`src/rtl/bcd_alu_seq.sv`:
```
// rtl/bcd_alu_seq.sv - digit-serial BCD ALU (ADD/SUB decimal, XOR/AND/OR via binary)
// Optional macro BCD_ALU_SAT_EN: overflowing ADD/logic results saturate to all nines.

`ifndef SL_ADD
`define SL_ADD 3'd0
`endif
`ifndef SL_SUB
`define SL_SUB 3'd1
`endif
`ifndef SL_XOR
`define SL_XOR 3'd2
`endif
`ifndef SL_AND
`define SL_AND 3'd3
`endif
`ifndef SL_OR
`define SL_OR 3'd4
`endif

module bcd_alu_seq #(
  parameter int DIGITS = 4,
  parameter int BIN_W  = 14
) (
  input  logic                clk,
  input  logic                rst,
  input  logic                start,
  input  logic [2:0]          op,
  input  logic [4*DIGITS-1:0] a,
  input  logic [4*DIGITS-1:0] b,
  output logic                busy,
  output logic                done,
  output logic [4*DIGITS-1:0] result,
  output logic                ovf,
  output logic                neg,
  output logic                err
);

  localparam int W  = 4 * DIGITS;
  localparam int DW = 4 * (DIGITS + 1);
  localparam int CW = $clog2(BIN_W + 1) + 1;
  localparam logic [W-1:0] ALL9 = {DIGITS{4'h9}};

`ifdef BCD_ALU_SAT_EN
  localparam bit SAT = 1'b1;
`else
  localparam bit SAT = 1'b0;
`endif

  typedef enum logic [2:0] {IDLE, ADDSUB, NEGATE, TOBIN, LOGIC, TOBCD, DONE} state_t;

  state_t          state, state_nx;
  logic [W-1:0]    a_r, b_r, work;
  logic [2:0]      op_r;
  logic            carry;
  logic [BIN_W-1:0] bin_a, bin_b;
  logic [DW-1:0]   bcd;
  logic [CW-1:0]   cnt;

  logic            accept, bad_in, is_sub, last_d, last_b;
  logic [3:0]      x, y, dig;
  logic [4:0]      sum;
  logic [5:0]      diff;
  logic            c_nx;
  logic [W-1:0]    work_nx;
  logic [BIN_W-1:0] bin_a_nx, bin_b_nx, logic_res;
  logic [DW-1:0]   bcd_adj, bcd_nx;
  logic [W-1:0]    fin_result;
  logic            load_out, fin_ovf, fin_neg, fin_err;

  function automatic logic has_bad_digit(input logic [W-1:0] v);
    logic bad;
    bad = 1'b0;
    for (int i = 0; i < DIGITS; i++)
      if (v[4*i +: 4] > 4'd9) bad = 1'b1;
    return bad;
  endfunction

  function automatic logic op_valid(input logic [2:0] o);
    return (o == `SL_ADD) || (o == `SL_SUB) || (o == `SL_XOR) ||
           (o == `SL_AND) || (o == `SL_OR);
  endfunction

  assign busy   = (state == ADDSUB) || (state == NEGATE) || (state == TOBIN) ||
                  (state == LOGIC)  || (state == TOBCD);
  assign done   = (state == DONE);
  assign accept = start && !busy;
  assign bad_in = has_bad_digit(a) || has_bad_digit(b) || !op_valid(op);
  assign is_sub = (state == NEGATE) || (op_r == `SL_SUB);
  assign last_d = (cnt == CW'(DIGITS - 1));
  assign last_b = (cnt == CW'(BIN_W - 1));

  // One decimal digit of add/subtract; NEGATE reuses the subtractor as 0 - x.
  always_comb begin
    x    = a_r[3:0];
    y    = b_r[3:0];
    sum  = '0;
    diff = '0;
    dig  = 4'd0;
    c_nx = 1'b0;
    if (state == NEGATE) begin
      x = 4'd0;
      y = work[3:0];
    end
    if (is_sub) begin
      diff = {2'b00, x} - {2'b00, y} - {5'b00000, carry};
      if (diff[5]) begin
        dig  = 4'(diff + 6'd10);
        c_nx = 1'b1;
      end else begin
        dig  = diff[3:0];
      end
    end else begin
      sum = {1'b0, x} + {1'b0, y} + {4'b0000, carry};
      if (sum > 5'd9) begin
        dig  = 4'(sum - 5'd10);
        c_nx = 1'b1;
      end else begin
        dig  = sum[3:0];
      end
    end
    work_nx = {dig, work[W-1:4]};
  end

  // BCD-to-binary accumulate (MSD first), the logic op, and one double-dabble step.
  always_comb begin
    bin_a_nx = (bin_a << 3) + (bin_a << 1) + BIN_W'(a_r[W-1 -: 4]);
    bin_b_nx = (bin_b << 3) + (bin_b << 1) + BIN_W'(b_r[W-1 -: 4]);
    case (op_r)
      `SL_XOR: logic_res = bin_a ^ bin_b;
      `SL_AND: logic_res = bin_a & bin_b;
      `SL_OR:  logic_res = bin_a | bin_b;
      default: logic_res = '0;
    endcase
    bcd_adj = bcd;
    for (int i = 0; i < DIGITS + 1; i++)
      if (bcd[4*i +: 4] >= 4'd5) bcd_adj[4*i +: 4] = bcd[4*i +: 4] + 4'd3;
    bcd_nx = {bcd_adj[DW-2:0], bin_a[BIN_W-1]};
  end

  // Next-state logic plus the values captured into the outputs on entry to DONE.
  always_comb begin
    state_nx   = state;
    load_out   = 1'b0;
    fin_result = '0;
    fin_ovf    = 1'b0;
    fin_neg    = 1'b0;
    fin_err    = 1'b0;
    case (state)
      IDLE, DONE: begin
        state_nx = IDLE;
        if (accept) begin
          if (bad_in) begin
            state_nx = DONE;
            load_out = 1'b1;
            fin_err  = 1'b1;
          end else if (op == `SL_ADD || op == `SL_SUB) begin
            state_nx = ADDSUB;
          end else begin
            state_nx = TOBIN;
          end
        end
      end
      ADDSUB: begin
        if (last_d) begin
          if (is_sub && c_nx) begin
            state_nx = NEGATE;
          end else begin
            state_nx   = DONE;
            load_out   = 1'b1;
            fin_ovf    = !is_sub && c_nx;
            fin_result = (SAT && fin_ovf) ? ALL9 : work_nx;
          end
        end
      end
      NEGATE: begin
        if (last_d) begin
          state_nx   = DONE;
          load_out   = 1'b1;
          fin_neg    = 1'b1;
          fin_result = work_nx;
        end
      end
      TOBIN:   if (last_d) state_nx = LOGIC;
      LOGIC:   state_nx = TOBCD;
      TOBCD: begin
        if (last_b) begin
          state_nx   = DONE;
          load_out   = 1'b1;
          fin_ovf    = (bcd_nx[DW-1:W] != 4'd0);
          fin_result = (SAT && fin_ovf) ? ALL9 : bcd_nx[W-1:0];
        end
      end
      default: state_nx = IDLE;
    endcase
  end

  // State, datapath and output registers; rst aborts any operation silently.
  always_ff @(posedge clk) begin
    if (rst) begin
      state  <= IDLE;
      a_r    <= '0;
      b_r    <= '0;
      work   <= '0;
      op_r   <= '0;
      carry  <= 1'b0;
      bin_a  <= '0;
      bin_b  <= '0;
      bcd    <= '0;
      cnt    <= '0;
      result <= '0;
      ovf    <= 1'b0;
      neg    <= 1'b0;
      err    <= 1'b0;
    end else begin
      state <= state_nx;
      if (load_out) begin
        result <= fin_result;
        ovf    <= fin_ovf;
        neg    <= fin_neg;
        err    <= fin_err;
      end
      case (state)
        IDLE, DONE: begin
          if (accept) begin
            a_r   <= a;
            b_r   <= b;
            op_r  <= op;
            work  <= '0;
            carry <= 1'b0;
            bin_a <= '0;
            bin_b <= '0;
            bcd   <= '0;
            cnt   <= '0;
          end
        end
        ADDSUB, NEGATE: begin
          a_r   <= a_r >> 4;
          b_r   <= b_r >> 4;
          work  <= work_nx;
          carry <= last_d ? 1'b0 : c_nx;
          cnt   <= last_d ? '0 : cnt + 1'b1;
        end
        TOBIN: begin
          a_r   <= a_r << 4;
          b_r   <= b_r << 4;
          bin_a <= bin_a_nx;
          bin_b <= bin_b_nx;
          cnt   <= last_d ? '0 : cnt + 1'b1;
        end
        LOGIC: begin
          bin_a <= logic_res;
          bcd   <= '0;
          cnt   <= '0;
        end
        TOBCD: begin
          bcd   <= bcd_nx;
          bin_a <= bin_a << 1;
          cnt   <= last_b ? '0 : cnt + 1'b1;
        end
        default: ;
      endcase
    end
  end

endmodule

```
`config.mk`:
```
export PLATFORM = sky130hd
export DESIGN_NAME = bcd_alu_seq
export DESIGN_NICKNAME = d
export VERILOG_FILES = /design/src/rtl/bcd_alu_seq.sv
export SDC_FILE = /design/constraint.sdc
export NUM_CORES = 1
export LEC_CHECK = 0
export CAP_MARGIN = 40
export CORE_AREA = 2 2 150 152
export CTS_BUF_LIST = sky130_fd_sc_hd__clkbuf_8
export CTS_CLUSTER_DIAMETER = 200
export CTS_CLUSTER_SIZE = 10
export DETAILED_ROUTE_END_ITERATION = 16
export DIE_AREA = 0 0 152 154
export SYNTH_ARGS = -nofsm -noshare
export SYNTH_HDL_FRONTEND = slang
export SYNTH_SLANG_ARGS = --single-unit
```
`constraint.sdc`:
```
create_clock -name clk -period 6.05 [get_ports clk]
set_clock_uncertainty 0.2 [all_clocks]
set_input_delay 0.605 -clock clk [delete_from_list [all_inputs] [get_ports clk]]
set_output_delay 0.605 -clock clk [all_outputs]
set_load 0.05 [all_outputs]
```
Word-level counts from Yosys, hierarchy flattened:

Cells that the tools add are included.

* input port bits: 38
* bits in read-only memories: 0
* memory bits (writable): 0
* latch bits: 0
* logic and storage cells: 172
* flip-flop bits (word level): 127
* output and inout bits: 21
* memories kept: 0

* muxes and demuxes: 67
* $lt $le $gt $ge: 14
* shift operators: 0
* bitwise logic cells: 3
* $add $sub $neg: 16
* $mul: 0
* reductions and logical operators: 37
* div/mod/pow operators: 0
* equal/unequal tests: 21

Operators with widths (count)
* $pmux 16 s3: 3
* $mux 16: 7
* $pmux 20 s3: 1
* $pmux 14 s4: 1
* $pmux 14 s3: 1
* $mux 4: 9
* $gt 4x4->1 const B: 8
* $pmux 16 s2: 1
* $add 14x14->14: 2
* $add 14x4->14: 2
* $pmux 14 s2: 1
* $mux 1: 24
* $mux 3: 8
* $ge 4x3->1 const B: 5
* $mux 20: 1
* $pmux 5 s4: 1
* $eq 3x2->1 const B: 6
* $pmux 3 s6: 1
* $add 4x2->4 const B: 4
* $eq 3x3->1 const B: 5
* $mux 5: 3
* $and 14x14->14: 1
* $mux 14: 1
* $or 14x14->14: 1
* 28 further kinds: 61

Longest topological paths before layout:

* depth in word-level cells: 11
* mapped depth: 15
* gate-level depth less buffers: 13

Worst setup path before layout:

Ideal clock, no wire load.

* path kind: flip-flop to flip-flop
* start point: reg state[2]
* end point: reg result[15]
* setup time: 0.074 ns
* buffers on the path: 3
* required time: 5.776 ns
* stages on the path, launching flop included: 16
* slack: 2.313 ns
* clock period less this slack: 3.737 ns
* arrival time: 3.463 ns
* cell sequence: dfxtp_1 -> buf_2 -> clkbuf_1 -> buf_1 -> o21ai_0 -> ha_1 -> fa_1 -> ha_1 -> xnor2_1 -> ha_1 -> a211oi_1 -> mux2_2 -> mux2i_1 -> a22oi_1 -> nand2_1 -> a31oi_1

* longest elaborated chain between the ends: 11
* elaborated cells between the ends (all ways): 39
* those cells by class: 6 x add/sub; 1 x order compare; 6 x eq/ne; 16 x mux; 10 x reduce/logical

RTL lines
* from (decl): line 51 `state_t state, state_nx;`
* from (signal assigned): line 215 `state <= state_nx;`
* $eq 3x2->1
* $mux 4: line 100 `if (state == NEGATE) begin`
* $add 4x4->5: line 113 `sum = {1'b0, x} + {1'b0, y} + {4'b0000, carry};`
* $add 5x1->5: line 113
* $gt 5x4->1: line 114 `if (sum > 5'd9) begin`
* $mux 1: line 114
* $mux 1: line 104 `if (is_sub) begin`
* $logic_and 1x1->1: line 165 `if (is_sub && c_nx) begin`
* $mux 1 or $mux 16 (tied branches): line 165
* $mux 1 or $mux 16 (tied branches): line 164 `if (last_d) begin`
* $pmux 1 s4 or $pmux 16 s3 (tied branches): line 148 `case (state)`
* to (signal assigned): line 217 `result <= fin_result;`
* to (decl): line 32 `output logic [4*DIGITS-1:0] result,`

Several ways; a longest one is shown, not always the timed one.
A chain may end at the register's enable or synchronous reset.

Worst setup path in the final report:

* start point: reg state[1]
* end point: reg ovf

* longest elaborated chain between the ends: 11
* elaborated cells between the ends (all ways): 35
* those cells by class: 4 x add/sub; 1 x order compare; 6 x eq/ne; 12 x mux; 12 x reduce/logical

RTL lines
* $eq 3x2->1
* $mux 4: line 100
* $add 4x4->5: line 113
* $add 5x1->5: line 113
* $gt 5x4->1: line 114
* $mux 1: line 114
* $mux 1: line 104
* $logic_and 1x1->1, on equally long branches: line 165, 170
* $mux 1: line 165
* $mux 1: line 164
* $pmux 1 s4 or $pmux 1 s2 (tied branches): line 148
* to (signal assigned): line 218 `ovf <= fin_ovf;`
* to (decl): line 33 `output logic ovf,`

Several ways; a longest one is shown, not always the timed one.

==> impl_metrics.toml <==
[outcome]
status = "complete, no violations"

[timing]
worst_pin_slew_ps = 804.7
setup_viol = 0
slew_viol_final = 0
fin_crit_sh = 0.7144
period_needed_ps = 4322
rsz0062_at_grt = "no"
hold_viol = 0
relSlewSlack = 0.4625
fin_setup_tns_ps = 0
fmax_mhz = 231.4

[clock_network]
clkTransAtPathRegs_ps = 90
htreeDepth = 4
ctsResizeCount = 0
cts_inserted_buffers = 17
cts_buffer_depth = 2
hold_buffers = 0
cts-root-buf = "clkbuf_8"
cts_tree = "done"
worstSkewPairLatency_ps = 470
clkSinkCount = 127
post_cts_buffers = 0

[critical_path]
cp-start-kind = "flop"
r2r_cells = 11
crit_family = "compound AO/OA/AOI/OAI gates"
path_buf_inv = 0
worstPathCellList = "nor3b_4 > mux2_2 > ha_1 > fa_1 > xnor2_2 > o311a_1 > a311oi_4 > a22o_4 > nor3_4 > a21oi_1 > a21oi_2"
max_stage_delay_ps = 620
r2r_slack_ps = 1730
critPathMaxFanout = 16
cp-end-kind = "flop"
critical_path_class = "reg -> reg"
r2r-end = "ovf"
cp.arrival_ps = 4510
cp.required_ps = 6240
slowest_stage = "dfxtp_1"
r2r-start = "state[1]"

[pwr]
power-per-cell-area_mw_per_mm2 = 387.7
ir_worst_vdd_uv = 300.3
p_leak_nw = 3.758

[synth]
synth_xor_area_frac = 0.02723
yosys.area_share.simple = 0.1910
ys_seq_area_frac = 0.2943
synthMuxAreaShare = 0.01448
synth.distinct_cells = 76
synth_area_mm2 = 0.008638
ys_seq_elements = 127
synth_top_family_by_area = "compound AO/OA/AOI/OAI gates"
synth_ff_type = "dfxtp_1"
synth_fa_ha_area_frac = 0.1538
avgSynthCellArea_um2 = 7.925
syn_nets = 1230
syn_inst = 1090
ys_warn_count = 0
ys_async_sr_fraction = 0
synth_edf_count = 0
synth_compound_area_frac = 0.2622

[routing]
drt_iter0_markers = 546
antenna_left = 0
route.detailed.drc = 0
dr_total_vias = 7973
drtPass1Iterations = 9
totalWireLength_um = 23520
vias_per_cell = 5.647
wire_per_inst_um = 16.66

[floorplanning]
fp-row-count = 54
dieHeight_um = 154
dieArea_mm2 = 0.02341
die_w_um = 152
initial_core_util = 0.3983
pin_count = 59
coreArea_mm2 = 0.02169

[global_route]
grt_max_degree = 69
grt_usage = 0.2004
first_global_vias = 7395
grt_overflow = 0
antenna_found_initial = 0
grt_pass1_wl_um = 38670

[hold_path]
min_path_type = "reg -> reg"
hold_start = "a_r[4]"
hold-path-endpoint = "a_r[0]"
hold_path_depth = 2

[finish]
layout-drive-gt1-share = 0.06272
syn_to_final_growth_pct = 13.54
nFillCells = 2163
nets = 1259
fin_util = 0.4522
diodes = 0

[place]
place_hpwl_um = 17040
io_buffer_count = 58
finalWeightedCongestion = 0.7958

[flow_run]
maxCapViolations = 0
==> cells in the mapped netlist, types with 9 or more instances <==
cell	n	area, um2
o22a_1	9	78.83
xnor2_1	20	175.2
nor2b_1	11	68.82
buf_2	12	60.06
nand3_1	28	140.1
o21ai_0	84	420.4
a22oi_1	31	232.7
a21oi_1	95	475.5
nor3_1	17	85.08
inv_1	61	229.0
clkbuf_1	41	153.9
nand2b_1	15	93.84
o22ai_1	12	75.07
a211oi_1	32	240.2
nand2_1	91	341.6
dfxtp_1	127	2542
nor2_1	150	563.0
ha_1	95	1189
a222oi_1	20	200.2
==> metal layers <==
metal,track usage,up-vias,share of wire
li1,-,3990,-
met1,0.2786,3780,0.48
met2,0.3207,177,0.46
met3,0.03692,26,0.044
met4,0.05207,0,0.015
met5,0,-,0
==> cells by family (layout without fill, tap and decap cells) <==
group / after synthesis / after routing
flops: 127 / 127
fa+ha+maj: 102 / 102
mux: 12 / 12
compound gates: 345 / 345
xor+xnor: 26 / 26
simple gates: 357 / 357
buf+inv: 121 / 163
==> sequential cells by signal (all words and copies together), names as in the netlist <==
signal / count
bin_a: 14
b_r: 16
ovf: 1
bin_b: 14
neg: 1
cnt: 5
carry: 1
work: 16
a_r: 16
err: 1
state: 3
result: 16
bcd: 20
op_r: 3
==> placed cells by master (no fill, tap or decap), types with 4 or more instances in the layout <==
cell	n
or3_1	4
nand2b_1	15
fa_1	7
nor3_1	17
a222oi_1	20
a221oi_1	7
inv_6	7
buf_4	13
nor2_1	149
inv_1	61
o21ai_0	84
and3_1	5
and2_1	4
a21oi_1	95
nor2b_1	11
a31oi_1	8
a211oi_1	31
nor3b_1	7
xnor2_1	20
nand3b_1	4
mux2i_1	8
nand2_1	91
clkdlybuf4s50_1	57
clkbuf_8	17
dfxtp_1	127
ha_1	95
o22a_1	9
a21o_1	4
nand3_1	28
o21a_1	8
a22oi_1	31
o22ai_1	12
xor2_1	5
mux2_2	4
==> power by group <==
group	switching (mW)	internal, mW
sequential	0.183	0.986
combinational	1.16	0.693
clock	0.399	0.378
total	1.75	2.06
==> through the flow <==
stage	total power [mW]	instance area [um2]	hold WS [ps]	cells	setup WS, ps
after global placement	2.986	9387	264.5	1378	1864
after global routing	4.073	9808	305.8	1412	1488
after floorplan	2.568	8638	245.4	1090	2313
after detailed placement	3.019	9402	270.0	1380	1785
final	3.803	9808	281.3	1412	1728
after CTS	3.806	9808	280.7	1412	1746
==> cell type report <==
type                       instances  area [um2]  area share
clock buffer                      17       234.0     0.02386
clock inverter                    15       172.7     0.01760
inverter                          61       229.0     0.02334
multi-input combinational        842        5612      0.5721
sequential                       127        2542      0.2592
tap                              280       350.3     0.03572
timing repair buffer              70       668.1     0.06812
==> how the worst max path moves through the flow <==
stage | startpoint | to | slack (ps) | cells past startpoint
global route | state[1] | result[2] | 1490 | 11
detailed placement | state[1] | ovf | 1780 | 11
finish | state[1] | ovf | 1730 | 11
CTS | state[1] | ovf | 1750 | 11
global placement | state[0] | ovf | 1860 | 11
floorplan | state[2] | result[15] | 2310 | 15
==> worst register-to-register path, cell delays in order (launching register included) <==
cell      delay (ps)
dfxtp_1          620
nor3b_4          500
mux2_2           410
ha_1             240
fa_1             430
xnor2_2          290
o311a_1          290
a311oi_4          90
a22o_4           390
nor3_4           500
a21oi_1          170
a21oi_2          130
Note: power is estimated with default switching activity, not from simulation.
